<file path="config.mk">
export PLATFORM = sky130hd
export DESIGN_NAME = present_round_decrypt
export DESIGN_NICKNAME = d
export VERILOG_FILES = /design/src/rtl/present_round_decrypt.sv
export SDC_FILE = /design/constraint.sdc
export NUM_CORES = 1
export LEC_CHECK = 0
export ABC_CLOCK_PERIOD_IN_PS = 2900
export BUFFER_PORTS_ARGS = -buffer_cell sky130_fd_sc_hd__buf_4
export CAP_MARGIN = 20
export CORE_MARGIN = 4
export CORE_UTILIZATION = 48
export DETAILED_ROUTE_END_ITERATION = 10
export PLACE_DENSITY = 0.69
export SYNTH_ARGS = -nofsm -noshare
export SYNTH_HDL_FRONTEND = slang
export SYNTH_SLANG_ARGS = --single-unit
</file>
<file path="constraint.sdc">
create_clock -name clk -period 2.9 [get_ports clk]
set_input_delay 0.29 -clock clk [delete_from_list [all_inputs] [get_ports clk]]
set_output_delay 0.29 -clock clk [all_outputs]
set_load 0.005 [all_outputs]
</file>
<file path="src/rtl/present_round_decrypt.sv">
// rtl/present_round_decrypt.sv - round-based PRESENT-80 decryption core, one inverse round per cycle
//
// Ports:
//   clk          rising-edge clock
//   n_reset      asynchronous active-low reset
//   start        request, accepted only in IDLE or DONE
//   ciphertext   64-bit block, captured on the accept edge
//   key          80-bit key, captured on the accept edge
//   plaintext    registered result, valid while done=1
//   busy         high during key expansion and decryption
//   done         high while the result is held
//   round_count  current value of the shared round counter

module present_round_decrypt (
  input  logic        clk,
  input  logic        n_reset,
  input  logic        start,
  input  logic [63:0] ciphertext,
  input  logic [79:0] key,
  output logic [63:0] plaintext,
  output logic        busy,
  output logic        done,
  output logic [4:0]  round_count
);

  typedef enum logic [1:0] {
    ST_IDLE   = 2'd0,
    ST_KEYEXP = 2'd1,
    ST_DEC    = 2'd2,
    ST_DONE   = 2'd3
  } state_t;

  state_t      state_q, state_d;
  logic [63:0] data_q, data_d;
  logic [63:0] pt_q, pt_d;
  logic [79:0] kreg_q, kreg_d;
  logic [4:0]  cnt_q, cnt_d;

  logic [79:0] kreg_fwd;
  logic [79:0] kreg_inv;
  logic [63:0] round_out;

  function automatic logic [3:0] sbox(input logic [3:0] x);
    case (x)
      4'h0: sbox = 4'hC;  4'h1: sbox = 4'h5;  4'h2: sbox = 4'h6;  4'h3: sbox = 4'hB;
      4'h4: sbox = 4'h9;  4'h5: sbox = 4'h0;  4'h6: sbox = 4'hA;  4'h7: sbox = 4'hD;
      4'h8: sbox = 4'h3;  4'h9: sbox = 4'hE;  4'hA: sbox = 4'hF;  4'hB: sbox = 4'h8;
      4'hC: sbox = 4'h4;  4'hD: sbox = 4'h7;  4'hE: sbox = 4'h1;  default: sbox = 4'h2;
    endcase
  endfunction

  function automatic logic [3:0] sbox_inv(input logic [3:0] x);
    case (x)
      4'h0: sbox_inv = 4'h5;  4'h1: sbox_inv = 4'hE;  4'h2: sbox_inv = 4'hF;  4'h3: sbox_inv = 4'h8;
      4'h4: sbox_inv = 4'hC;  4'h5: sbox_inv = 4'h1;  4'h6: sbox_inv = 4'h2;  4'h7: sbox_inv = 4'hD;
      4'h8: sbox_inv = 4'hB;  4'h9: sbox_inv = 4'h4;  4'hA: sbox_inv = 4'h6;  4'hB: sbox_inv = 4'h3;
      4'hC: sbox_inv = 4'h0;  4'hD: sbox_inv = 4'h7;  4'hE: sbox_inv = 4'h9;  default: sbox_inv = 4'hA;
    endcase
  endfunction

  // Inverse bit permutation: output bit j is fetched from input bit 16*j mod 63,
  // which undoes the forward layer's move of bit i to 16*i mod 63.
  function automatic logic [63:0] inv_player(input logic [63:0] x);
    logic [63:0] y;
    y[63] = x[63];
    for (int j = 0; j < 63; j++) begin
      y[j] = x[(16 * j) % 63];
    end
    return y;
  endfunction

  function automatic logic [63:0] inv_sbox_layer(input logic [63:0] x);
    logic [63:0] y;
    for (int n = 0; n < 16; n++) begin
      y[4*n +: 4] = sbox_inv(x[4*n +: 4]);
    end
    return y;
  endfunction

  // Forward schedule step, same as the encryptor: rotate left by 61,
  // S-box on the top nibble, fold the round counter into bits 19:15.
  function automatic logic [79:0] key_upd(input logic [79:0] k, input logic [4:0] rc);
    logic [79:0] r;
    r          = {k[18:0], k[79:19]};
    r[79:76]   = sbox(r[79:76]);
    r[19:15]   = r[19:15] ^ rc;
    return r;
  endfunction

  // Exact inverse of key_upd for the same counter value.
  function automatic logic [79:0] key_iupd(input logic [79:0] k, input logic [4:0] rc);
    logic [79:0] r;
    r          = k;
    r[19:15]   = r[19:15] ^ rc;
    r[79:76]   = sbox_inv(r[79:76]);
    return {r[60:0], r[79:61]};
  endfunction

  assign kreg_fwd  = key_upd(kreg_q, cnt_q);
  assign kreg_inv  = key_iupd(kreg_q, cnt_q);
  assign round_out = inv_sbox_layer(inv_player(data_q ^ kreg_q[79:16]));

  always_ff @(posedge clk or negedge n_reset) begin
    if (!n_reset) begin
      state_q <= ST_IDLE;
      data_q  <= 64'd0;
      kreg_q  <= 80'd0;
      cnt_q   <= 5'd0;
      pt_q    <= 64'd0;
    end else begin
      state_q <= state_d;
      data_q  <= data_d;
      kreg_q  <= kreg_d;
      cnt_q   <= cnt_d;
      pt_q    <= pt_d;
    end
  end

  always_comb begin
    state_d = state_q;
    data_d  = data_q;
    kreg_d  = kreg_q;
    cnt_d   = cnt_q;
    pt_d    = pt_q;
    case (state_q)
      ST_IDLE, ST_DONE: begin
        // plaintext keeps the previous result across a restart; done gates its validity
        if (start) begin
          data_d  = ciphertext;
          kreg_d  = key;
          cnt_d   = 5'd1;
          state_d = ST_KEYEXP;
        end
      end
      ST_KEYEXP: begin
        kreg_d = kreg_fwd;
        if (cnt_q == 5'd31) begin
          // counter stays at 31 so the first inverse step undoes round 31
          state_d = ST_DEC;
        end else begin
          cnt_d = cnt_q + 5'd1;
        end
      end
      ST_DEC: begin
        data_d = round_out;
        kreg_d = kreg_inv;
        if (cnt_q == 5'd1) begin
          // kreg_inv is the original key here; its top 64 bits are the final whitening key
          pt_d    = round_out ^ kreg_inv[79:16];
          cnt_d   = 5'd0;
          state_d = ST_DONE;
        end else begin
          cnt_d = cnt_q - 5'd1;
        end
      end
      default: begin
        state_d = ST_IDLE;
        cnt_d   = 5'd0;
      end
    endcase
  end

  assign plaintext   = pt_q;
  assign busy        = (state_q == ST_KEYEXP) || (state_q == ST_DEC);
  assign done        = (state_q == ST_DONE);
  assign round_count = cnt_q;

endmodule
</file>
==> impl_metrics.csv <==
group,metric,value,unit
status,status,"complete, no violations",
min_path,hold_depth,3,
die,rows,64,
synth,synth_area_leaders,"dfrtp_1, ha_1, mux2i_1",
final_layout,fin_nets,1939,
final_layout,area_growth,20.3,%
sta,max-slew-margin-rel,44.8,%
final_layout,seq_area,5380,sq um
sta,fin_setup_tns,0,ns
detailed_routing,drt-initial-drc-count,1173,
critical_path,worst_r2r_endpoint,"plaintext[6]",
placement,gp_congestion,0.915,
global_route,grt_pass1_vias,12400,
synth,syn-instance-count,1489,
clocking,clockRootBuffer,"clkbuf_16",
critical_path,end_kind,"flop",
clocking,cts_buffers,24,
die,pin_count,218,
detailed_routing,vias_per_cell,6.05,
detailed_routing,ant_nets,0,
sta,rsz0062_at_grt,"no",
final_layout,multi_input_area,8950,sq um
clocking,cts_buffer_depth,3,
detailed_routing,wl_per_cell,24.5,um
detailed_routing,drt_wl_total,51200,um
global_route,grt_pass1_wl,76600,um
sta,finalWorstPathRequiredPeriod,2.71,ns
placement,port_buffers,217,
critical_path,startpoint_type,"flop",
synth,netlist_area,15000,sq um
clocking,tritoncts,"built",
critical_path,r2r_slack,0.19,ns
clocking,post-cts-setup-buffers,0,
final_layout,nFillCells,2656,
die,start_util,48.9,%
sta,timing.final.hold_violations,0,
clocking,cts_max_level,1,
sta,clock_skew,0.00750,ns
global_route,grt_max_degree,149,
synth,avgSynthCellArea,10.1,sq um
global_route,overflow,0,
die,die-area,34200,sq um
clocking,cts_sinks,215,
sta,fmax,369,MHz
synth,ys_async_sr_fraction,100,%
min_path,hold_class,"in -> reg",
synth,synth_ff_type,"dfrtp_1",
die,die_x,185,um
detailed_routing,dr.pass1.iters,9,
die,coreArea,30700,sq um
detailed_routing,vias,12700,
critical_path,arrival,3.13,ns
sta,tightestPinTransition,0.827,ns
synth,synth_cell_type_count,50,
final_layout,drive_gt1_share,22.3,%
critical_path,cp_max_fo,6,
critical_path,worstReg2RegStart,"kreg_q[33]",
global_route,antenna_found_initial,0,
synth,synthTopCellsByCount,"dfrtp_1, a21oi_1, mux2i_1",
clocking,clock_latency,0.53,ns
synth,synth_area_leader_cell,"dfrtp_1",
synth,syn_nets,1750,
critical_path,r2r_cells,8,
sta,setup_viol,0,
die,die_h,185,um
synth,seq_area_frac_synth,35.8,%
detailed_routing,drc,0,
run,drv_cap,0,
critical_path,worstPathRequired,3.32,ns
min_path,holdCritStartpoint,"key[70]",
synth,synth_edf_count,0,
sta,finalCritPeriodShare,93.4,%
synth,yosys_warnings,0,
critical_path,criticalPathCategory,"reg -> reg",
min_path,whs_endpoint,"kreg_q[70]",
synth,netlist.area_leader.share,35.8,%
sta,slew_violations,0,
clocking,clk_pin_slew,0.06,ns
placement,dp_hpwl,38000,um
synth,yosysMostFrequentCell,"dfrtp_1",
global_route,track_usage,29.4,%
synth,synth-seq-cells,215,
final_layout,n_antenna_cell,0,
-- placed cells by master (no fill, tap or decap), types with 7 or more instances in the layout --
cell type | Yosys | layout
a221oi_1 | 71 | 71
ha_1 | 114 | 112
dfrtp_1 | 215 | 215
buf_4 | 2 | 254
o31ai_1 | 9 | 9
a31oi_1 | 8 | 8
nor3_1 | 8 | 8
xor2_1 | 84 | 84
a22oi_1 | 8 | 8
o21a_1 | 17 | 17
o21ai_0 | 81 | 80
mux2_2 | 27 | 27
xnor2_1 | 68 | 66
buf_12 | 0 | 7
nor2_1 | 79 | 78
a211oi_1 | 32 | 32
clkbuf_8 | 0 | 7
inv_1 | 95 | 95
a21oi_1 | 122 | 121
mux2i_1 | 122 | 122
clkbuf_16 | 0 | 25
a21o_1 | 27 | 27
mux4_2 | 29 | 29
o32a_1 | 19 | 19
nand2_1 | 91 | 91
-- logic make-up (layout without fill, tap and decap cells) --
logic type | Yosys count | count (layout) | share of synthesized area [%]
AOI/OAI and AO/OA | 418 | 418 | 18.5
and+or+nand+nor | 199 | 199 | 5.38
adders and majority gates | 114 | 114 | 9.48
muxes | 184 | 184 | 15.5
xor gates and xnor gates | 162 | 162 | 10.2
DFF | 215 | 215 | 35.8
buffers and inverters | 197 | 402 | 5.08
-- critical path, stage by stage (launching register included) --
cell and delay (ns):
dfrtp_1 0.49, xnor2_1 0.51, inv_1 0.13, ha_1 0.34, inv_1 0.15, a211oi_1 0.06, a211oi_1 0.52, xor2_1 0.12
mux2_2 0.28
-- state kept, by name, indices dropped and copies added (netlist names) --
name         count
data_q          64
round_count      5
kreg_q          80
state_q          2
plaintext       64
-- worst max-delay path by stage --
stage | startpoint | to | slack, ns | cells after the start
CTS | kreg_q[41] | plaintext[39] | 0.12 | 6
floorplan | kreg_q[35] | plaintext[14] | 0.50 | 9
detailed placement | kreg_q[41] | plaintext[39] | 0.14 | 6
global route | kreg_q[40] | plaintext[33] | 0.03 | 6
global placement | kreg_q[33] | plaintext[6] | 0.24 | 8
finish | kreg_q[33] | plaintext[6] | 0.19 | 8
-- layer usage --
metal / part of all wire, % / global-route usage [%]
met1: 41 / 41.4
met2: 44 / 43.3
met3: 11 / 8.48
met4: 4.2 / 11.0
met5: 0 / 0
-- metrics by stage --
step,util (%),std cells,hold slack (ns),area (sq um),worst slack [ns]
global route,58.9,2090,0.0712,18100,0.0268
global placement,56.0,2047,0.323,17200,0.245
detailed placement,56.0,2047,0.329,17200,0.138
finish,58.9,2090,0.0545,18100,0.190
floorplan,-,1489,-0.00559,15000,0.503
CTS,58.8,2090,0.0460,18100,0.121
-- final cells by class --
| class | count | area share [%] |
|---|---|---|
| repair buffers | 263 | 11.4 |
| inverters | 97 | 2.01 |
| clock buffers | 37 | 4.09 |
| flip-flops and latches | 215 | 29.7 |
| well taps | 396 | 2.74 |
| clock inverters | 5 | 0.553 |
| multi-input cells | 1077 | 49.4 |
-- repair_timing --
action                     CTS  global route
setup endpoints to repair    0             2
hold buffers                 1             0
hold endpoints to repair    76             0
resized for setup            0             2
Power is not shown: default switching activity piles up to over one toggle a cycle in this logic, so the estimate is an artifact.
